### src/rtl/grad_inlet_sequencer_pkg.sv
// grad_inlet_pkg: shared state enum, default counter width and valve/pump drive struct
package grad_inlet_pkg;
  localparam int CNT_W_DEF = 16;
  typedef enum logic [2:0] {IDLE, PRIME, DOSE, FLUSH, DONE} state_t;
  typedef struct packed {
    logic valve_soln1;
    logic valve_soln2;
    logic pump_en;
  } drive_t;
  function automatic drive_t drive_of(state_t s);
    logic v;
    logic p;
    v = (s == PRIME) || (s == DOSE);
    p = (s == DOSE) || (s == FLUSH);
    return '{valve_soln1: v, valve_soln2: v, pump_en: p};
  endfunction
endpackage

### src/rtl/grad_inlet_sequencer_if.sv
// grad_inlet_sequencer_if: request handshake, abort and actuator/status signals of the sequencer
interface grad_inlet_sequencer_if #(parameter int CNT_W = grad_inlet_pkg::CNT_W_DEF);
  logic             start_valid;
  logic             start_ready;
  logic [CNT_W-1:0] dose_cyc;
  logic             abort;
  logic             valve_soln1;
  logic             valve_soln2;
  logic             pump_en;
  logic             busy;
  logic             done;
  logic             aborted;
  modport master (
    output start_valid, dose_cyc, abort,
    input  start_ready, valve_soln1, valve_soln2, pump_en, busy, done, aborted
  );
  modport slave (
    input  start_valid, dose_cyc, abort,
    output start_ready, valve_soln1, valve_soln2, pump_en, busy, done, aborted
  );
endinterface

### src/rtl/grad_inlet_sequencer_timer.sv
// grad_phase_timer: loadable down-counter that stops at zero and flags it
module grad_phase_timer #(
  parameter int CNT_W = 16
) (
  input  logic             clk,
  input  logic             rst_n,
  input  logic             load,
  input  logic [CNT_W-1:0] value,
  input  logic             tick,
  output logic             zero
);
  logic [CNT_W-1:0] cnt;
  // load takes precedence; counting saturates at zero so it never wraps
  always_ff @(posedge clk or negedge rst_n) begin
    if (!rst_n) cnt <= '0;
    else if (load) cnt <= value;
    else if (tick && cnt != '0) cnt <= cnt - CNT_W'(1);
  end
  assign zero = (cnt == '0);
endmodule

### src/rtl/grad_inlet_sequencer.sv
// grad_inlet_sequencer: PRIME/DOSE/FLUSH/DONE valve and pump sequencer; FLUSH exists only with GRAD_INLET_SEQ_FLUSH_EN
module grad_inlet_sequencer
  import grad_inlet_pkg::*;
#(
  parameter int CNT_W     = CNT_W_DEF,
  parameter int PRIME_CYC = 100,
  parameter int FLUSH_CYC = 50
) (
  input logic                    clk,
  input logic                    rst_n,
  grad_inlet_sequencer_if.slave  bus
);
`ifdef GRAD_INLET_SEQ_FLUSH_EN
  localparam state_t           END_ST   = FLUSH;
  localparam logic [CNT_W-1:0] END_LOAD = CNT_W'(FLUSH_CYC - 1);
`else
  localparam state_t           END_ST   = DONE;
  localparam logic [CNT_W-1:0] END_LOAD = '0;
`endif
  localparam logic [CNT_W-1:0] PRIME_LOAD = CNT_W'(PRIME_CYC - 1);
  state_t           state, state_n;
  drive_t           drv;
  logic             rdy, busy_q, done_q, aborted_q;
  logic [CNT_W-1:0] dose_q, load_val;
  logic             load, zero, take_abort, accept;
  assign accept = bus.start_valid && rdy;
  grad_phase_timer #(.CNT_W(CNT_W)) u_timer (
    .clk   (clk),
    .rst_n (rst_n),
    .load  (load),
    .value (load_val),
    .tick  (state != IDLE),
    .zero  (zero)
  );
  // state register
  always_ff @(posedge clk or negedge rst_n) begin
    if (!rst_n) state <= IDLE;
    else state <= state_n;
  end
  // next state and phase-timer load; abort beats the phase-end condition
  always_comb begin
    state_n    = state;
    load       = 1'b0;
    load_val   = '0;
    take_abort = 1'b0;
    case (state)
      IDLE: if (accept) begin
        state_n  = PRIME;
        load     = 1'b1;
        load_val = PRIME_LOAD;
      end
      PRIME, DOSE: if (bus.abort || zero) begin
        take_abort = bus.abort;
        load       = 1'b1;
        if (!bus.abort && state == PRIME && dose_q != '0) begin
          state_n  = DOSE;
          load_val = dose_q - CNT_W'(1);
        end else begin
          state_n  = END_ST;
          load_val = END_LOAD;
        end
      end
      FLUSH: if (zero) state_n = DONE;
      DONE: state_n = IDLE;
      default: state_n = IDLE;
    endcase
  end
  // outputs registered from the next state so they line up with the state register
  always_ff @(posedge clk or negedge rst_n) begin
    if (!rst_n) begin
      drv       <= '0;
      rdy       <= 1'b1;
      busy_q    <= 1'b0;
      done_q    <= 1'b0;
      aborted_q <= 1'b0;
      dose_q    <= '0;
    end else begin
      drv       <= drive_of(state_n);
      rdy       <= state_n == IDLE;
      busy_q    <= state_n != IDLE;
      done_q    <= state_n == DONE;
      aborted_q <= accept ? 1'b0 : aborted_q | take_abort;
      dose_q    <= accept ? bus.dose_cyc : dose_q;
    end
  end
  assign bus.valve_soln1 = drv.valve_soln1;
  assign bus.valve_soln2 = drv.valve_soln2;
  assign bus.pump_en     = drv.pump_en;
  assign bus.start_ready = rdy;
  assign bus.busy        = busy_q;
  assign bus.done        = done_q;
  assign bus.aborted     = aborted_q;
endmodule

### src/flat_wrapper.sv
// flat-port wrapper written by rule: the top's interface ports become plain ports
module grad_inlet_sequencer_flat import grad_inlet_pkg::*;
#(
  parameter int CNT_W     = CNT_W_DEF,
  parameter int PRIME_CYC = 100,
  parameter int FLUSH_CYC = 50
)
  (clk, rst_n, bus_start_valid, bus_dose_cyc, bus_abort, bus_start_ready, bus_valve_soln1, bus_valve_soln2, bus_pump_en, bus_busy, bus_done, bus_aborted);
  grad_inlet_sequencer_if #(.CNT_W(CNT_W)) bus_i ();
  input logic clk;
  input logic rst_n;
  input wire logic [$bits(bus_i.start_valid)-1:0] bus_start_valid;
  input wire logic [$bits(bus_i.dose_cyc)-1:0] bus_dose_cyc;
  input wire logic [$bits(bus_i.abort)-1:0] bus_abort;
  output wire logic [$bits(bus_i.start_ready)-1:0] bus_start_ready;
  output wire logic [$bits(bus_i.valve_soln1)-1:0] bus_valve_soln1;
  output wire logic [$bits(bus_i.valve_soln2)-1:0] bus_valve_soln2;
  output wire logic [$bits(bus_i.pump_en)-1:0] bus_pump_en;
  output wire logic [$bits(bus_i.busy)-1:0] bus_busy;
  output wire logic [$bits(bus_i.done)-1:0] bus_done;
  output wire logic [$bits(bus_i.aborted)-1:0] bus_aborted;
  assign bus_i.start_valid = bus_start_valid;
  assign bus_i.dose_cyc = bus_dose_cyc;
  assign bus_i.abort = bus_abort;
  assign bus_start_ready = bus_i.start_ready;
  assign bus_valve_soln1 = bus_i.valve_soln1;
  assign bus_valve_soln2 = bus_i.valve_soln2;
  assign bus_pump_en = bus_i.pump_en;
  assign bus_busy = bus_i.busy;
  assign bus_done = bus_i.done;
  assign bus_aborted = bus_i.aborted;
  grad_inlet_sequencer #(.CNT_W(CNT_W), .PRIME_CYC(PRIME_CYC), .FLUSH_CYC(FLUSH_CYC)) u_core (.clk(clk), .rst_n(rst_n), .bus(bus_i));
endmodule
### config.mk
export PLATFORM = sky130hd
export DESIGN_NAME = grad_inlet_sequencer_flat
export DESIGN_NICKNAME = d
export VERILOG_FILES = /design/src/rtl/grad_inlet_sequencer_pkg.sv /design/src/rtl/grad_inlet_sequencer_if.sv /design/src/rtl/grad_inlet_sequencer_timer.sv /design/src/rtl/grad_inlet_sequencer.sv /design/src/flat_wrapper.sv
export SDC_FILE = /design/constraint.sdc
export NUM_CORES = 1
export LEC_CHECK = 0
export ABC_AREA = 1
export BUFFER_PORTS_ARGS = -buffer_cell sky130_fd_sc_hd__buf_4
export CORE_ASPECT_RATIO = 1.1
export CORE_MARGIN = 2
export CORE_UTILIZATION = 50
export DETAILED_ROUTE_END_ITERATION = 6
export PLACE_DENSITY = 0.72
export RECOVER_POWER = 25
export SLEW_MARGIN = 15
export SYNTH_ARGS = -nofsm -noshare
export SYNTH_HDL_FRONTEND = slang
export SYNTH_SLANG_ARGS = --single-unit
### constraint.sdc
create_clock -name clk -period 1.83 [get_ports clk]
set_clock_uncertainty 0.2 [all_clocks]
set_input_delay 0.366 -clock clk [delete_from_list [all_inputs] [get_ports clk]]
set_output_delay 0.366 -clock clk [all_outputs]
set_load 0.01 [all_outputs]
==> metrics.cfg <==
[drt]
wirelength_mm=6.81
dr.pass1.iters=4
ant_nets=0
drtIter0Drc=190
drc_errors=0
dr_total_vias=2652
wl_per_cell_um=12.8
via_per_inst=4.98

[clock_tree]
cts_buffers=5
clock-root-buffer=clkbuf_8
clock_sinks=41
cts_tree=built
clockBufferDepth=2
clkLatencyLatePin_ns=0.30
clk_pin_slew_ns=0.08
h-tree-depth=2

[die]
die-area_sq_mm=0.00608
die_w_um=74.6
die_h_um=81.6
initial_core_util_pct=51.4
core-area_sq_mm=0.00533
ios=27
rows=28

[logic_synthesis]
ys.flop_type=dfrtp_1
yosys_register_bits=41
yosys_warnings=0
synth_edf_count=0
synth.distinct_cells=34
seq_area_frac_synth_pct=37.5
async_flop_share_pct=100
synth_area_per_cell_sq_um=7.17
synth.cell_area_sq_mm=0.00274
synth.net_count=404
synthCells=382

[pwr]
irDropWorstVdd_v=0.000863
powerDensity_mw_per_mm2=1560
leakagePower_uw=0.00191
power.total_uw=5640

[sta]
finalHoldViolations=0
rsz0062_at_grt=true
setup_slack_ns=-0.0235
drv_slew=0
setup_violations=1
fin_crit_ns=1.85
max_freq_mhz=540
worst_pin_slew_ns=1.01
maxSlewHeadroom_pct=32.9
finalCritPeriodShare_pct=101

[finish]
num_antenna_cells=0
fillCellCount=468
final_common_cell=nand2_1
nets=478
layout-drive-gt1-share_pct=32.4
area_delta_synth_final_pct=32.5
final_cell_mix=nand2_1 (101), buf_4 (66), nor2_1 (56)

[setup_path]
crit_path_max_fanout=5
end_kind=register
cp.required_ns=1.82
worstPathArrival_ns=1.85
crit_type=register to register
crit_path_start_kind=register

[place]
pre_cts_ws_ns=-0.0444
gp_congestion=0.916
hpwl_mm=5.02
io_buffers=26

[grt]
overflow=0
first_global_vias=2563
grt_pass1_wl_mm=11.3
grt_start_max_net_pins=42
antenna_found_initial=0
grtUsageTotal_pct=24.3

[status]
outcome=complete, but fails checks
failed_checks=setup timing

[min_path]
min_path_type=input pin to register

[run]
maxCapViolCount=0

[critical path, stage by stage, from the launching register on]
cell	delay, ns
dfrtp_1	0.40
nor2_2	0.15
nand2_2	0.10
nor2_4	0.20
nand2_4	0.12
nand2_8	0.10
nand2_8	0.07
buf_12	0.15
nand3_1	0.07
o21ai_1	0.07
nand2_1	0.06
nand2_1	0.05
[cell usage after synthesis (2+ instances only)]
cell	instances	area share (%)
nand2_1	104	14
nor2_1	64	8.8
dfrtp_1	40	37
inv_1	37	5.1
nand3_1	28	5.1
a21oi_1	23	4.2
xor2_1	15	4.8
nor2_2	7	1.6
o21ai_0	7	1.3
inv_2	6	0.82
nand3b_1	5	1.4
mux2_2	4	1.6
nand2_2	4	0.91
nand4_1	4	0.91
nor2_4	4	1.6
o211ai_1	4	1.1
nand3_2	3	1.1
buf_1	2	0.27
buf_6	2	0.82
ha_1	2	0.91
nand2_4	2	0.82
nand2_8	2	1.5
or2_2	2	0.46
[sequential cells by signal, indices dropped and copies added (netlist names)]
| signal | count |
|---|---|
| u_core.bus.done | 1 |
| u_core.bus.start_ready | 1 |
| u_core.state | 3 |
| u_core.bus.pump_en | 1 |
| u_core.bus.busy | 1 |
| u_core.bus.valve_soln1 | 1 |
| u_core.bus.aborted | 1 |
| u_core.dose_q | 16 |
| u_core.u_timer.cnt | 16 |
[kinds of logic (layout without fill, tap and decap cells)]
logic type	after synthesis	in the layout	share of synthesized area, %
flops	41	41	37.5
simple gates	231	231	39.8
mux	4	4	1.65
xor+xnor	15	15	4.80
fa+ha+maj	2	2	0.914
buf+inv	51	126	7.72
compound gates	38	38	7.59
[timing repair]
item,4_1_cts,5_1_grt
endpoints found under the setup margin,18,23
resized for setup,19,19
setup buffers,4,2
hold endpoints to repair,40,0
hold buffers,1,0
pin swaps,14,15
[worst paths after layout]
check                                                         from                                  to  slack, ns  cells after the start
max in group asynchronous                                    rst_n        u_core.dose_q[7]$_DFFE_PN0P_       0.25                      2
worst max register to register  u_core.u_timer.cnt[13]$_DFFE_PN0P_  u_core.u_timer.cnt[11]$_DFFE_PN0P_      -0.02                     11
min in group asynchronous                                    rst_n           u_core.bus.done$_DFF_PN0_       0.57                      2
worst min-delay path                              bus_dose_cyc[11]       u_core.dose_q[11]$_DFFE_PN0P_       0.09                      2
worst max-delay path            u_core.u_timer.cnt[13]$_DFFE_PN0P_  u_core.u_timer.cnt[11]$_DFFE_PN0P_      -0.02                     11
worst min register to register        u_core.bus.aborted$_DFF_PN0_        u_core.bus.aborted$_DFF_PN0_       0.30                      1
[where the power goes]
group	leakage (uW)	switching [uW]	internal (uW)	total (uW)
logic	0.00136	1960	1510	3470
registers	0.000503	290	1290	1580
clock network	0.0000439	335	263	598
[final cells by class]
class | instances | area, sq um | share of cell area [%]
multi-input cells | 290 | 1640 | 45.3
flip-flops and latches | 41 | 1030 | 28.3
repair buffers | 74 | 613 | 16.9
inverters | 44 | 165 | 4.55
well taps | 75 | 93.8 | 2.59
clock buffers | 5 | 68.8 | 1.90
clock inverters | 3 | 17.5 | 0.483
[per-stage QoR]
| step | hold slack (ns) | util [%] | cell area [sq um] | setup TNS (ns) | instances |
|---|---|---|---|---|---|
| floorplan | -0.130 | - | 2750 | 0 | 382 |
| global placement | 0.177 | 62.2 | 3310 | 0 | 517 |
| detailed placement | 0.176 | 62.2 | 3310 | -0.347 | 517 |
| CTS | 0.0930 | 66.7 | 3550 | -0.260 | 530 |
| global route | 0.0995 | 68.1 | 3630 | -1.44 | 532 |
| finish | 0.0932 | 68.1 | 3630 | -0.0235 | 532 |
[metal layers]
| metal | part of all wire [%] | GRT usage (%) | vias to the layer above |
|---|---|---|---|
| li1 | - | - | 1350 |
| met1 | 43 | 29.6 | 1237 |
| met2 | 53 | 43.8 | 53 |
| met3 | 3.1 | 3.56 | 12 |
| met4 | 1.7 | 8.04 | 0 |
| met5 | 0 | 0 | - |
No activity file was read; power rests on OpenSTA's default activity.
